$ cat config.mk
export PLATFORM = sky130hd
export DESIGN_NAME = uart_tx_ctrl
export DESIGN_NICKNAME = d
export VERILOG_FILES = /design/src/rtl/uart_tx_ctrl.sv
export SDC_FILE = /design/constraint.sdc
export NUM_CORES = 1
export LEC_CHECK = 0
export CAP_MARGIN = 20
export CORE_MARGIN = 2
export CORE_UTILIZATION = 48
export CTS_CLUSTER_DIAMETER = 40
export DETAILED_ROUTE_END_ITERATION = 8
export PLACE_DENSITY = 0.75
export REMOVE_ABC_BUFFERS = 1
export SLEW_MARGIN = 40
export SYNTH_ARGS = -nofsm -noshare
export SYNTH_HDL_FRONTEND = slang
export SYNTH_SLANG_ARGS = --single-unit
$ cat constraint.sdc
create_clock -name clk_i -period 1.9 [get_ports clk_i]
set_input_delay 0.19 -clock clk_i [delete_from_list [all_inputs] [get_ports clk_i]]
set_output_delay 0.19 -clock clk_i [all_outputs]
set_load 0.01 [all_outputs]
$ cat src/rtl/uart_tx_ctrl.sv
// UART transmit sequencer. Takes a byte over a ready/start handshake, builds the 11-bit frame
// and strobes the Shift_Register load/shift inputs so one bit goes out per baud period.
module uart_tx_ctrl #(
    parameter int unsigned BAUD_DIV   = 5208,
    parameter bit          PARITY_EN  = 1'b1,
    parameter bit          PARITY_ODD = 1'b0
) (
    input  logic        clk_i,
    input  logic        rst_ni,
    input  logic        tx_start_i,
    input  logic [7:0]  tx_data_i,
    output logic        tx_rdy_o,
    output logic        tx_done_o,
    output logic [10:0] sr_data_o,
    output logic        sr_load_o,
    output logic        sr_shift_o
);

    localparam int unsigned     CntW    = $clog2(BAUD_DIV);
    localparam logic [CntW-1:0] CntMax  = CntW'(BAUD_DIV - 1);
    localparam logic [3:0]      LastBit = 4'd10;

    typedef enum logic [1:0] {StIdle, StLoad, StSend} state_e;

    state_e          state_q, state_d;
    logic [CntW-1:0] baud_cnt_q, baud_cnt_d, baud_cnt_inc;
    logic [3:0]      bit_cnt_q, bit_cnt_d;
    logic            tx_rdy_q, tx_rdy_d;
    logic            tx_done_q, tx_done_d;
    logic            sr_load_q, sr_load_d;
    logic            sr_shift_q, sr_shift_d;
    logic [10:0]     sr_data_q, sr_data_d;
    logic            accept, baud_tick, parity;

    assign accept       = (state_q == StIdle) && tx_start_i;
    // The baud period starts in the load cycle, so the counter runs in both busy states.
    assign baud_tick    = (state_q != StIdle) && (baud_cnt_q == CntMax);
    assign baud_cnt_inc = baud_tick ? '0 : baud_cnt_q + 1'b1;
    assign parity       = PARITY_EN ? ((^tx_data_i) ^ PARITY_ODD) : 1'b1;

    always_ff @(posedge clk_i or negedge rst_ni) begin
        if (!rst_ni) begin
            state_q    <= StIdle;
            baud_cnt_q <= '0;
            bit_cnt_q  <= '0;
            tx_rdy_q   <= 1'b1;
            tx_done_q  <= 1'b0;
            sr_load_q  <= 1'b0;
            sr_shift_q <= 1'b0;
            sr_data_q  <= 11'h7FF;
        end else begin
            state_q    <= state_d;
            baud_cnt_q <= baud_cnt_d;
            bit_cnt_q  <= bit_cnt_d;
            tx_rdy_q   <= tx_rdy_d;
            tx_done_q  <= tx_done_d;
            sr_load_q  <= sr_load_d;
            sr_shift_q <= sr_shift_d;
            sr_data_q  <= sr_data_d;
        end
    end

    always_comb begin
        state_d    = state_q;
        baud_cnt_d = baud_cnt_q;
        bit_cnt_d  = bit_cnt_q;
        unique case (state_q)
            StIdle: begin
                if (tx_start_i) begin
                    state_d    = StLoad;
                    baud_cnt_d = '0;
                    bit_cnt_d  = '0;
                end
            end
            StLoad: begin
                state_d    = StSend;
                baud_cnt_d = baud_cnt_inc;
            end
            StSend: begin
                baud_cnt_d = baud_cnt_inc;
                if (baud_tick) begin
                    if (bit_cnt_q == LastBit) begin
                        state_d = StIdle;
                    end else begin
                        bit_cnt_d = bit_cnt_q + 4'd1;
                    end
                end
            end
            default: state_d = StIdle;
        endcase
    end

    always_comb begin
        tx_rdy_d   = (state_d == StIdle);
        sr_load_d  = (state_d == StLoad);
        tx_done_d  = (state_q == StSend) && baud_tick && (bit_cnt_q == LastBit);
        sr_shift_d = (state_q == StSend) && baud_tick && (bit_cnt_q != LastBit);
        sr_data_d  = accept ? {1'b1, parity, tx_data_i, 1'b0} : sr_data_q;
    end

    assign tx_rdy_o   = tx_rdy_q;
    assign tx_done_o  = tx_done_q;
    assign sr_load_o  = sr_load_q;
    assign sr_shift_o = sr_shift_q;
    assign sr_data_o  = sr_data_q;

endmodule

======== After elaboration in Yosys (flattened, before gate mapping) ========
Index checks and enable logic that the tools add are counted.
cells by class
  reductions and logical operators ........ 14
  mux-type cells .......................... 11
  eq/ne operators ......................... 9
  $add $sub $neg .......................... 2
operators by type and width
  kind                                                              count
  13-bit 2-to-1 mux                                                 2
  13-bit one-hot mux with 2 select lines                            1
  13-bit by 1-bit adder with 13-bit output (second input constant)  1
  13-bit == test (second input constant)                            1
  4-bit 2-to-1 mux                                                  3
  4-bit one-hot mux with 2 select lines                             1
  8-bit parity                                                      1
  2-bit 2-to-1 mux                                                  3
  2-bit != test (second input constant)                             3
  2-bit one-hot mux with 3 select lines                             1
  2-bit nonzero test                                                3
  1-bit logical AND                                                 5
  4-bit by 1-bit adder with 4-bit output (second input constant)    1
  2-bit by 1-bit == test with 1-bit output (second input constant)  2
  4-bit == test (second input constant)                             1
  2-bit logical NOT                                                 2
  4-bit != test (second input constant)                             1
  4-bit AND reduction                                               1
  2-bit == test (second input constant)                             1
  2-bit AND reduction                                               1
  2-bit OR reduction                                                1
storage, ports and cells
  output and inout bits ................... 15
  register bits ........................... 33
  logic and storage cells ................. 44

======== Longest topological paths before layout ========
Gate-level depths: netlist of run 1.
  depth after elaboration ................. 5
  gate-level depth with buffers ........... 7
  depth with buffers taken out ............ 6

======== Worst setup path before layout of run 1 ========
OpenSTA, ideal clock, no wires.
  kind .................................... register to register
  start point ............................. reg state_q[0]
  end point ............................... reg baud_cnt_q[12]
  stages on the path, launching flop included .. 8
  clock period less this slack ............ 2.021 ns
  required time ........................... 1.826 ns
  path slack .............................. -0.121 ns
  arrival ................................. 1.947 ns
  path buffers ............................ 1
  cells stage by stage .................... dfrtp_1 -> inv_1 -> ha_1 -> nor2b_4 -> buf_6 -> or3_4 -> or4_4 -> a21oi_2
between the ends
  word-level cells in the longest chain between the ends .. 4
  elaborated cells on any way between the ends .. 11
RTL lines
  element                                                                                                line  source
  start: declaration                                                                                     25    state_e state_q, state_d;
  start signal: assignment                                                                               43    state_q <= StIdle;
  start signal: assignment                                                                               52    state_q <= state_d;
  2-bit == test (tied with other cells)                                                                  67    unique case (state_q)
  2-bit OR reduction (no source line) / 1-bit logical AND (equally long branches)                        --
  2-bit nonzero test (no source line) / 13-bit 2-to-1 mux (equally long branches)                        --
  2-bit AND reduction (no source line) / 13-bit one-hot mux with 2 select lines (equally long branches)  --
  end signal: assignment                                                                                 53    baud_cnt_q <= baud_cnt_d;
  end: declaration                                                                                       26    logic [CntW-1:0] baud_cnt_q, baud_cnt_d, baud_cnt_inc;
Several ways; a longest one is shown, not always the timed one.
A chain may end at the register's enable or synchronous reset.

======== Worst setup path in the final report of run 1 ========
  start point ............................. reg state_q[1]
  end point ............................... reg baud_cnt_q[9]
The elaborated chain is that of the path after synthesis.

==> impl_metrics.yaml, run 1 <==
logic_synthesis:
  synth_top_cell_area_share_pct: 31.0
  synth_area_sq_um: 1780
  synth_seq_cells: 33
  synth_flop_cell: "dfrtp_1"
  synth.avg_cell_area_sq_um: 10.1
  yosys.area.top_type: "dfrtp_1"
  ys_async_sr_fraction_pct: 100
  yosysSeqAreaShare_pct: 47.3
  synth_edf_count: 0
  yosysWarnings: 0
  ys_top_cells_by_area: "dfrtp_1 (31%), dfstp_2 (16%), mux2_2 (5.1%)"
  synth.distinct_cells: 48
  synthCells: 175
routing:
  post_drt_wl_per_cell_microns: 15.5
  vias_per_cell: 5.54
  detail-route-antenna-nets: 0
  num_vias: 1500
  drtIter0Drc: 133
  wl_microns: 4210
  drc: 0
  dr.pass1.iters: 4
grt:
  antenna_found_initial: 0
  track_usage_pct: 21.7
  grtUsageMet1_pct: 24.7
  busiest_layer: "met2"
  grt_pass1_wl_microns: 6800
  use_met2_pct: 37.2
  grt_max_degree: 34
  grt_use_met3_pct: 5.38
  grt_overflow: 0
  grt_pass1_vias: 1483
place:
  port_buffers: 24
  dp_hpwl_microns: 3090
  place_ws_ns: -0.0275
  gp_congestion: 0.875
  placed_cell_area_sq_um: 2200
sta:
  timing.fmax_ghz: 0.539
  finalSetupViolCount: 0
  setup_ws_ns: 0.0457
  hold_viol_final: 0
  slew_viol_final: 0
  finalCritPeriodShare_pct: 97.6
  finalSetupTns_ns: 0
  rsz0062_at_grt: "false"
  layout_min_cycle_time_ns: 1.85
  skew_ns: 0.00621
worst_setup_path:
  critPathArrivalTime_ns: 2.08
  crit_path_start_kind: "register"
  critPathMaxFanout: 4
  crit_type: "register to register"
  crit_path_end_kind: "register"
  crit_required_ns: 2.12
finish:
  nets: 240
  areaGrowthSynthToFinish_pct: 31.7
  finalInstanceArea_sq_um: 2340
  drive_gt1_share_pct: 29.1
  final_common_cell: "clkdlybuf4s50_1"
  layout_common_cells: "clkdlybuf4s50_1 (24), dfrtp_1 (22), buf_4 (21)"
  fillers: 275
  diodes: 0
die:
  coreArea_sq_um: 3610
  row_count: 22
  die_h_microns: 64.8
  dieArea_sq_um: 4200
  initial_core_util_pct: 49.2
  dieWidth_microns: 64.8
  top_level_ports: 26
clock_tree:
  clk_path_buf_depth: 2
  clock_tree.root_cell: "clkbuf_8"
  tritoncts: "done"
  cts_inserted_buffers: 5
  clk_latency_ns: 0.29
  clk_pin_slew_worst_paths_ns: 0.07
  htreeDepth: 2
  clock-sinks: 33
  cts_setup_buffers: 0
power:
  p_leak_nw: 0.969
  power.density_nw_per_um2: 1270
  ir_worst_vdd_mv: 0.535
worst_hold_path:
  hp-class: "input port to async pin"
run_status:
  outcome: "complete, no violations"
job:
  max_cap_violations: 0
[worst paths after layout]
check	from	to	slack, ns	depth (start not counted)
worst max-delay path	state_q[1]	baud_cnt_q[9]	0.05	5
worst min-delay path	rst_ni	bit_cnt_q[3]	0.28	2
worst max register to register	state_q[1]	baud_cnt_q[9]	0.05	5
worst min register to register	sr_data_o[9]	sr_data_o[9]	0.49	2
max in group asynchronous	rst_ni	sr_data_o[6]	1.28	2
min in group clk_i	sr_data_o[9]	sr_data_o[9]	0.49	2
[power by group]
group | internal (mW) | leakage [nW] | switching, mW | total (mW)
Sequential | 0.940 | 0.417 | 0.0920 | 1.03
Combinational | 0.743 | 0.508 | 0.678 | 1.42
Clock | 0.252 | 0.0439 | 0.263 | 0.515
[critical path: stages (launching register included)]
cell and delay (ns):
dfrtp_1 0.40, buf_4 0.15, ha_2 0.19, or4_4 0.55
or3_1 0.34, a21oi_1 0.16
[synthesized netlist by cell type, drive strengths merged, types with 2 or more instances]
| cell | number |
|---|---|
| dfrtp | 22 |
| nor2 | 14 |
| nand2 | 13 |
| inv | 12 |
| dfstp | 11 |
| o21ai | 10 |
| xnor2 | 9 |
| mux2 | 8 |
| a21oi | 7 |
| ha | 7 |
| and3 | 5 |
| nor3 | 5 |
| nand3 | 4 |
| nand4 | 4 |
| o31ai | 4 |
| and2 | 3 |
| clkbuf | 3 |
| or3 | 3 |
| or4 | 3 |
| a31oi | 2 |
| a41oi | 2 |
| buf | 2 |
| nor2b | 2 |
| nor4 | 2 |
[through the flow]
stage / std cells / hold slack, ns / util (%) / power (mW)
detailed placement: 263 / 0.482 / 61.1 / 2.39
finish: 271 / 0.285 / 64.9 / 2.97
global placement: 263 / 0.465 / 61.1 / 2.32
global route: 271 / 0.321 / 64.9 / 3.17
CTS: 271 / 0.299 / 63.8 / 2.94
floorplan: 170 / -0.106 / - / 1.68
[registers in the layout, summed over array words and instances (netlist names)]
signal	count
baud_cnt_q	13
sr_data_o	10
bit_cnt_q	4
state_q	2
sr_load_o	1
sr_shift_o	1
tx_done_o	1
tx_rdy_o	1
[kinds of logic (layout without fill, tap and decap cells)]
family                     after synthesis  after routing  synth area share, %
muxes                                    8              8                 5.07
xor gates and xnor gates                10             10                 4.93
DFF                                     33             33                 47.3
adders and majority gates                7              7                 4.93
buffers and inverters                   17             65                 4.23
AOI/OAI and AO/OA                       34             34                 12.8
and+or+nand+nor                         65             65                 20.6
other                                    1              1                0.211
[routing by layer]
layer  wire length, microns  vias to the layer above  part of all wire, %
li1                       -                      713                    -
met1                   1730                      728                   41
met2                   2200                       48                   52
met3                    171                       11                  4.1
met4                    108                        0                  2.6
met5                      0                        -                    0
[cell type report]
class | count | area [sq um] | share of cell area [%]
clock buffer | 5 | 68.8 | 2.94
tap | 48 | 60.1 | 2.57
clock inverter | 3 | 17.5 | 0.749
inverter | 12 | 45.0 | 1.93
timing repair buffer | 45 | 398 | 17.0
sequential | 33 | 840 | 35.9
multi-input combinational | 125 | 910 | 38.9
[timing repair]
action	CTS	global route
hold buffers	0	0
endpoints found under the setup margin	5	12
endpoints found under the hold margin	0	0
resized for setup	3	9
pin swaps	0	4
(Power assumes the default switching activity.)
==> run 2, diff against run 1 <==
--- a/config.mk
+++ b/config.mk
@@ -5,7 +5,7 @@
 export SDC_FILE = /design/constraint.sdc
 export NUM_CORES = 1
 export LEC_CHECK = 0
-export CAP_MARGIN = 20
+export ABC_CLOCK_PERIOD_IN_PS = 1900
 export CORE_MARGIN = 2
 export CORE_UTILIZATION = 48
 export CTS_CLUSTER_DIAMETER = 40
==> results of run 2 <==
The final DEF is identical to that of run 1; final timing and power are the same.
